<file path="src/rtl/axis_tail_overlap_dec.sv">
// Tail-overlap decoder: removes the reversed tail of the previous packet
// that the upstream adder folded into the head of the current packet.
module axis_tail_overlap_dec #(
  parameter int unsigned DATA_WIDTH = 8,
  parameter int unsigned DEPTH      = 64
) (
  input  logic                  clk,
  input  logic                  reset,
  input  logic [DATA_WIDTH:0]   s_axis_data,
  input  logic                  s_axis_valid,
  input  logic                  s_axis_last,
  output logic                  s_axis_ready,
  input  logic [DATA_WIDTH-1:0] packet_length,
  input  logic [DATA_WIDTH-1:0] k,
  output logic [DATA_WIDTH-1:0] m_axis_data,
  output logic                  m_axis_valid,
  output logic                  m_axis_last,
  input  logic                  m_axis_ready,
  output logic                  short_pkt
);

  localparam int unsigned DW = DATA_WIDTH;
  localparam int unsigned AW = (DEPTH > 1) ? $clog2(DEPTH) : 1;

  logic [DW-1:0] p_q, p_d;
  logic [DW-1:0] len_q, len_d;
  logic [DW-1:0] klat_q, klat_d;
  logic [DW-1:0] prev_k_q, prev_k_d;
  logic          sel_q, sel_d;
  logic          hist_q, hist_d;
  logic [DW-1:0] m_data_q, m_data_d;
  logic          m_valid_q, m_valid_d;
  logic          m_last_q, m_last_d;
  logic          short_q, short_d;

  // Ping-pong tail banks; bank[sel] holds the previous tail, the other receives the current one.
  logic [DW-1:0] bank0 [DEPTH];
  logic [DW-1:0] bank1 [DEPTH];

  logic          accept;
  logic [DW-1:0] k_clamp, k_new, len_eff, k_eff;
  logic          is_end;
  logic [AW-1:0] rd_idx, wr_idx;
  logic [DW-1:0] rd_val, diff, dec;
  logic          wr_en;

  assign s_axis_ready = !m_valid_q || m_axis_ready;
  assign accept       = s_axis_valid && s_axis_ready;

  assign m_axis_data  = m_data_q;
  assign m_axis_valid = m_valid_q;
  assign m_axis_last  = m_last_q;
  assign short_pkt    = short_q;

  // Per-packet parameters: live inputs at position 0, latched copies afterwards.
  always_comb begin
    k_clamp = (32'(k) > DEPTH) ? DW'(DEPTH) : k;
    k_new   = (k_clamp > packet_length) ? packet_length : k_clamp;
    len_eff = (p_q == '0) ? packet_length : len_q;
    k_eff   = (p_q == '0) ? k_new : klat_q;
    is_end  = (p_q == len_eff - DW'(1));
  end

  // Decode datapath; the subtraction is mod 2^DW so the widened input's MSB only carries.
  always_comb begin
    rd_idx = AW'(p_q);
    rd_val = sel_q ? bank1[rd_idx] : bank0[rd_idx];
    diff   = DW'(s_axis_data - {1'b0, rd_val});
    dec    = (hist_q && (p_q < prev_k_q)) ? diff : s_axis_data[DW-1:0];
    wr_en  = accept && (p_q >= len_eff - k_eff);
    wr_idx = AW'(len_eff - DW'(1) - p_q);
  end

  // Next-state for position/history tracking and the output register.
  always_comb begin
    p_d       = p_q;
    len_d     = len_q;
    klat_d    = klat_q;
    prev_k_d  = prev_k_q;
    sel_d     = sel_q;
    hist_d    = hist_q;
    m_data_d  = m_data_q;
    m_valid_d = m_valid_q;
    m_last_d  = m_last_q;
    short_d   = 1'b0;
    if (accept) begin
      if (p_q == '0) begin
        len_d  = packet_length;
        klat_d = k_new;
      end
      m_valid_d = 1'b1;
      m_data_d  = dec;
      m_last_d  = is_end || s_axis_last;
      if (is_end) begin
        p_d      = '0;
        sel_d    = ~sel_q;
        prev_k_d = k_eff;
        hist_d   = 1'b1;
      end else if (s_axis_last) begin
        p_d     = '0;
        hist_d  = 1'b0;
        short_d = 1'b1;
      end else begin
        p_d = p_q + DW'(1);
      end
    end else if (m_axis_ready) begin
      m_valid_d = 1'b0;
    end
  end

  // State and output registers.
  always_ff @(posedge clk) begin
    if (reset) begin
      p_q       <= '0;
      len_q     <= '0;
      klat_q    <= '0;
      prev_k_q  <= '0;
      sel_q     <= 1'b0;
      hist_q    <= 1'b0;
      m_data_q  <= '0;
      m_valid_q <= 1'b0;
      m_last_q  <= 1'b0;
      short_q   <= 1'b0;
    end else begin
      p_q       <= p_d;
      len_q     <= len_d;
      klat_q    <= klat_d;
      prev_k_q  <= prev_k_d;
      sel_q     <= sel_d;
      hist_q    <= hist_d;
      m_data_q  <= m_data_d;
      m_valid_q <= m_valid_d;
      m_last_q  <= m_last_d;
      short_q   <= short_d;
    end
  end

  // Tail capture into the bank not being read, stored reversed.
  always_ff @(posedge clk) begin
    if (wr_en) begin
      if (sel_q) bank0[wr_idx] <= dec;
      else       bank1[wr_idx] <= dec;
    end
  end

endmodule

</file>
<file path="config.mk">
export PLATFORM = sky130hd
export DESIGN_NAME = axis_tail_overlap_dec
export DESIGN_NICKNAME = d
export VERILOG_FILES = /design/src/rtl/axis_tail_overlap_dec.sv
export SDC_FILE = /design/constraint.sdc
export NUM_CORES = 1
export LEC_CHECK = 0
export ABC_CLOCK_PERIOD_IN_PS = 13000
export CORE_MARGIN = 10
export CORE_UTILIZATION = 50
export DETAILED_ROUTE_END_ITERATION = 8
export PLACE_DENSITY_LB_ADDON = 0.08
export SYNTH_ARGS = -nofsm -noshare
export SYNTH_HDL_FRONTEND = slang
export SYNTH_SLANG_ARGS = --single-unit
export TNS_END_PERCENT = 5
</file>
<file path="constraint.sdc">
create_clock -name clk -period 13 [get_ports clk]
set_input_delay 2.6 -clock clk [delete_from_list [all_inputs] [get_ports clk]]
set_output_delay 2.6 -clock clk [all_outputs]
set_load 0.01 [all_outputs]
</file>
==> results.txt <==
The stage delay of the slowest cell on the critical path is 900 ps. Timing would allow up to 0.116 GHz. The run gives 0 ps as the final total negative setup slack. The classification of the worst-slack hold path was register to register. The initial core utilization is 0.503, and the clock period minus final worst setup slack is 8660 ps. Fraction of synthesized cell area taken by the top area cell type: 0.705. Relative to the synthesized area, the layout overhead comes to 12.2%. Number of max-slew violations in the final report: 0. The flow ran to the end, and the final reports show no timing, DRC or antenna violations. The die covers 99500 um2.

The slowest stage of the critical path is the sky130_fd_sc_hd__nor2_1 cell. The H-tree was split into 3 levels. Dividing the detail-routed wire length by the instance count gives 29.0 um.

Ranked by total cell area, the synthesized netlist is headed by sky130_fd_sc_hd__edfxtp_1 70%, sky130_fd_sc_hd__mux4_2 17%, sky130_fd_sc_hd__dfxtp_1 2.3%. Synthesis produced a netlist whose cell count is 2165. The signal on the critical path passes through clkdlybuf4s50_1 > nor2_1 > nand2_1 > inv_1 > ha_1 > nor2b_1 > o211ai_1 > a21oi_1 > o22ai_1 > mux2i_1 > o21ai_0 > inv_1 > ha_1 > a31o_2 > a31oi_1 > a311oi_2 > o41ai_2 > xnor2_1 > ha_1 > nand2_1 > o21ai_2 > buf_4 > nand2_1 > nor2_1. Yosys printed 0 warnings. The initial antenna violation count was 3. For this block, the routed nets add up to 101000 um of wire. The synthesized design contains 1075 register bits. The cell area that synthesis handed to floorplanning was 43600 um2. Entering global routing, the biggest net connects 109 pins. The floorplan step set the die height to 315 um. Synthesis produced a netlist with a net count of 2241. The cell leakage power came out at 0.0151 uW. The worst slew margin relative to its limit was 0.200; the critical-path maximum fanout was 16. The total design power was 7370 uW.

The tree is rooted in a sky130_fd_sc_hd__clkbuf_16. The worst setup path is of the input pin to register kind. The logs give 690 ps for the clock latency of the later-clocked register in the worst-skew pair and 0 for the setup violation total in the final timing report.

Summed over all instances, the cell type with the most area after synthesis is sky130_fd_sc_hd__edfxtp_1. After detailed routing, the number of remaining DRC violations is 0. The floorplan step set the die width to 315 um. Hold repair after CTS inserted 0 buffers. Share of synthesized registers carrying an async set or reset: 0. Number of max-cap violations: 0. Gates resized during post-CTS repair numbered 0.

STA puts the critical path data required time at 13300 ps. STA classifies the critical path startpoint as an input pin. The row count was 108. Port buffering added 40 buffers.

Setup repair after global routing left no endpoint under its margin. After the last flow step, the layout net total stands at 2322. The global router's overall resource usage is 0.204. The first-pass GRT wire length was 149000 um; the number of global-route vias before repair was 21400. End-of-flow core utilization: 0.565.

STA classifies the critical path endpoint as a register. Detailed routing inserted a total of 21300 vias. The fraction of final layout cells sized beyond drive strength 1 is 0.241, and the final count of hold timing violations is 0. The count of flip-flops with a built-in enable after synthesis came out at 1024. The post-route clock period utilization was 0.666.

VDD sags by at most 0.110 mV. For this run, the leading register cell type out of synthesis is sky130_fd_sc_hd__edfxtp_1. The tools report the sequential element share of the synthesized area as 0.728. In this run the deepest clock path goes through 3 buffers. After clock tree synthesis, the clock-pin slew on the worst setup and hold paths is 60 ps. The buffer count from post-CTS setup fixing came out at 0. For this design, the sink count on the clock tree is 1075.

The final antenna-violating net count is 0, and the total CTS buffers is 111. For the I/O pin total, the log shows 42. The first TritonRoute pass finished after 6 iterations. For this design the ratio of total power to cell area is 150 nW/um2. For the sum of overflow across all layers after global routing, the log shows 0. Dividing the synthesized area by the synthesized cell count gives 20.2 um2.

STA puts the critical path data arrival time at 8960 ps. 0 antenna diodes ended up in the layout. The core region is 86800 um2. The via density per instance is 6.10. The number of DRC markers after the initial detailed-route iteration was 2017; the placed wire-length estimate after detailed placement was 61300 um. The transition time at the pin with the least slew margin works out to 1200 ps.

Routability-driven placement finished with a final weighted congestion of 0.784. Counting distinct cell types in the post-synthesis netlist gives 70. TritonCTS built the clock tree. The clock arrives with 34.5 ps of skew.
[layout by cell type, fill, tap and decap left out, drive strengths merged, types with 34 or more instances in the layout]
cell type / netlist / routed
ha: 44 / 44
buf: 43 / 35
edfxtp: 1024 / 1024
clkinv: 0 / 41
mux4: 322 / 322
a21oi: 34 / 34
nor2: 176 / 176
clkdlybuf4s50: 0 / 39
dfxtp: 51 / 51
nor3: 37 / 37
nand2: 65 / 65
inv: 46 / 48
mux2i: 37 / 37
clkbuf: 63 / 142
[cell families (layout without fill, tap and decap cells)]
| group | Yosys count | in the layout | synth area share |
|---|---|---|---|
| and+or+nand+nor | 379 | 379 | 0.0432 |
| muxes | 363 | 363 | 0.176 |
| DFF | 1075 | 1075 | 0.728 |
| other | 1 | 1 | 0.0000859 |
| adders and majority gates | 46 | 46 | 0.0135 |
| buffers and inverters | 152 | 320 | 0.0136 |
| xor gates and xnor gates | 31 | 31 | 0.00656 |
| AOI/OAI and AO/OA | 118 | 118 | 0.0194 |
[flip-flops by register name, indices dropped and copies added, names as in the netlist, named ones only]
| register | cells |
|---|---|
| hist_q | 1 |
| sel_q | 1 |
| short_pkt | 1 |
| klat_q | 8 |
| m_axis_valid | 1 |
| p_q | 8 |
| bank1 | 512 |
| prev_k_q | 8 |
| m_axis_last | 1 |
| bank0 | 512 |
| m_axis_data | 8 |
| len_q | 8 |
[critical path, delay by kind of cell]
family                     cells  cell delay [ps]
xor gates and xnor gates       1              130
muxes                          1              110
buffers and inverters          4              980
AOI/OAI and AO/OA              9             1980
and+or+nand+nor                6             2220
adders and majority gates      3              900
[per-layer routing]
layer / vias up / GRT usage / part of all wire
met3: 125 / 0.0370 / 0.070
met2: 699 / 0.318 / 0.48
li1: 9037 / - / -
met4: 0 / 0.0458 / 0.017
met1: 11400 / 0.301 / 0.43
met5: - / 0 / 0
[cell type report]
cell class,count,area [um2]
multi-input combinational,938,11400
tap,1155,1450
clock inverter,58,567
fill,6524,37800
inverter,46,173
sequential,1075,31800
timing repair buffer,74,663
clock buffer,142,2990
[cell usage after synthesis, types with 4 or more instances]
library cell / number
sky130_fd_sc_hd__mux4_2: 322
sky130_fd_sc_hd__a211oi_1: 10
sky130_fd_sc_hd__mux2_2: 4
sky130_fd_sc_hd__nor3_1: 37
sky130_fd_sc_hd__and2_1: 6
sky130_fd_sc_hd__xor2_1: 11
sky130_fd_sc_hd__mux2i_1: 37
sky130_fd_sc_hd__nor2b_1: 12
sky130_fd_sc_hd__or3_1: 6
sky130_fd_sc_hd__ha_1: 44
sky130_fd_sc_hd__a21oi_1: 29
sky130_fd_sc_hd__xnor2_1: 19
sky130_fd_sc_hd__and3_1: 6
sky130_fd_sc_hd__a21o_1: 6
sky130_fd_sc_hd__dfxtp_1: 51
sky130_fd_sc_hd__clkbuf_1: 63
sky130_fd_sc_hd__inv_1: 46
sky130_fd_sc_hd__nor3b_1: 5
sky130_fd_sc_hd__nand3_1: 11
sky130_fd_sc_hd__buf_1: 30
sky130_fd_sc_hd__o21a_1: 4
sky130_fd_sc_hd__buf_2: 11
sky130_fd_sc_hd__edfxtp_1: 1024
sky130_fd_sc_hd__nor2_1: 175
sky130_fd_sc_hd__nand3_2: 4
sky130_fd_sc_hd__nor4_1: 6
sky130_fd_sc_hd__nand4_1: 5
sky130_fd_sc_hd__o21ai_0: 24
sky130_fd_sc_hd__nand2_1: 65
sky130_fd_sc_hd__a22oi_1: 4
sky130_fd_sc_hd__nand3b_4: 8
sky130_fd_sc_hd__o21ai_4: 4
sky130_fd_sc_hd__nand2b_1: 19
[worst paths after layout]
| check | from | endpoint | slack (ps) | cells after the start |
|---|---|---|---|---|
| worst max-delay path | k[7] | bank1[5][4] | 4340 | 24 |
| worst min-delay path | klat_q[5] | klat_q[5] | 460 | 2 |
| worst max register to register | register | bank1[55][7] | 5600 | 16 |
| worst min register to register | klat_q[5] | klat_q[5] | 460 | 2 |
[per-stage QoR]
step / setup WS [ps] / cells / cell area (um2) / hold slack, ps
floorplan: 2530 / 2165 / 43600 / 434
global placement: 3760 / 3288 / 45400 / 441
detailed placement: 3650 / 3288 / 45400 / 450
CTS: 4350 / 3488 / 49000 / 459
global route: 3790 / 3488 / 49000 / 478
finish: 4340 / 3488 / 49000 / 456
[power breakdown]
part	total [uW]	switching (uW)	internal (uW)
clock network	3110	1300	1810
logic	449	287	162
registers	3800	5.81	3800
Note: power is estimated with default switching activity, not from simulation.
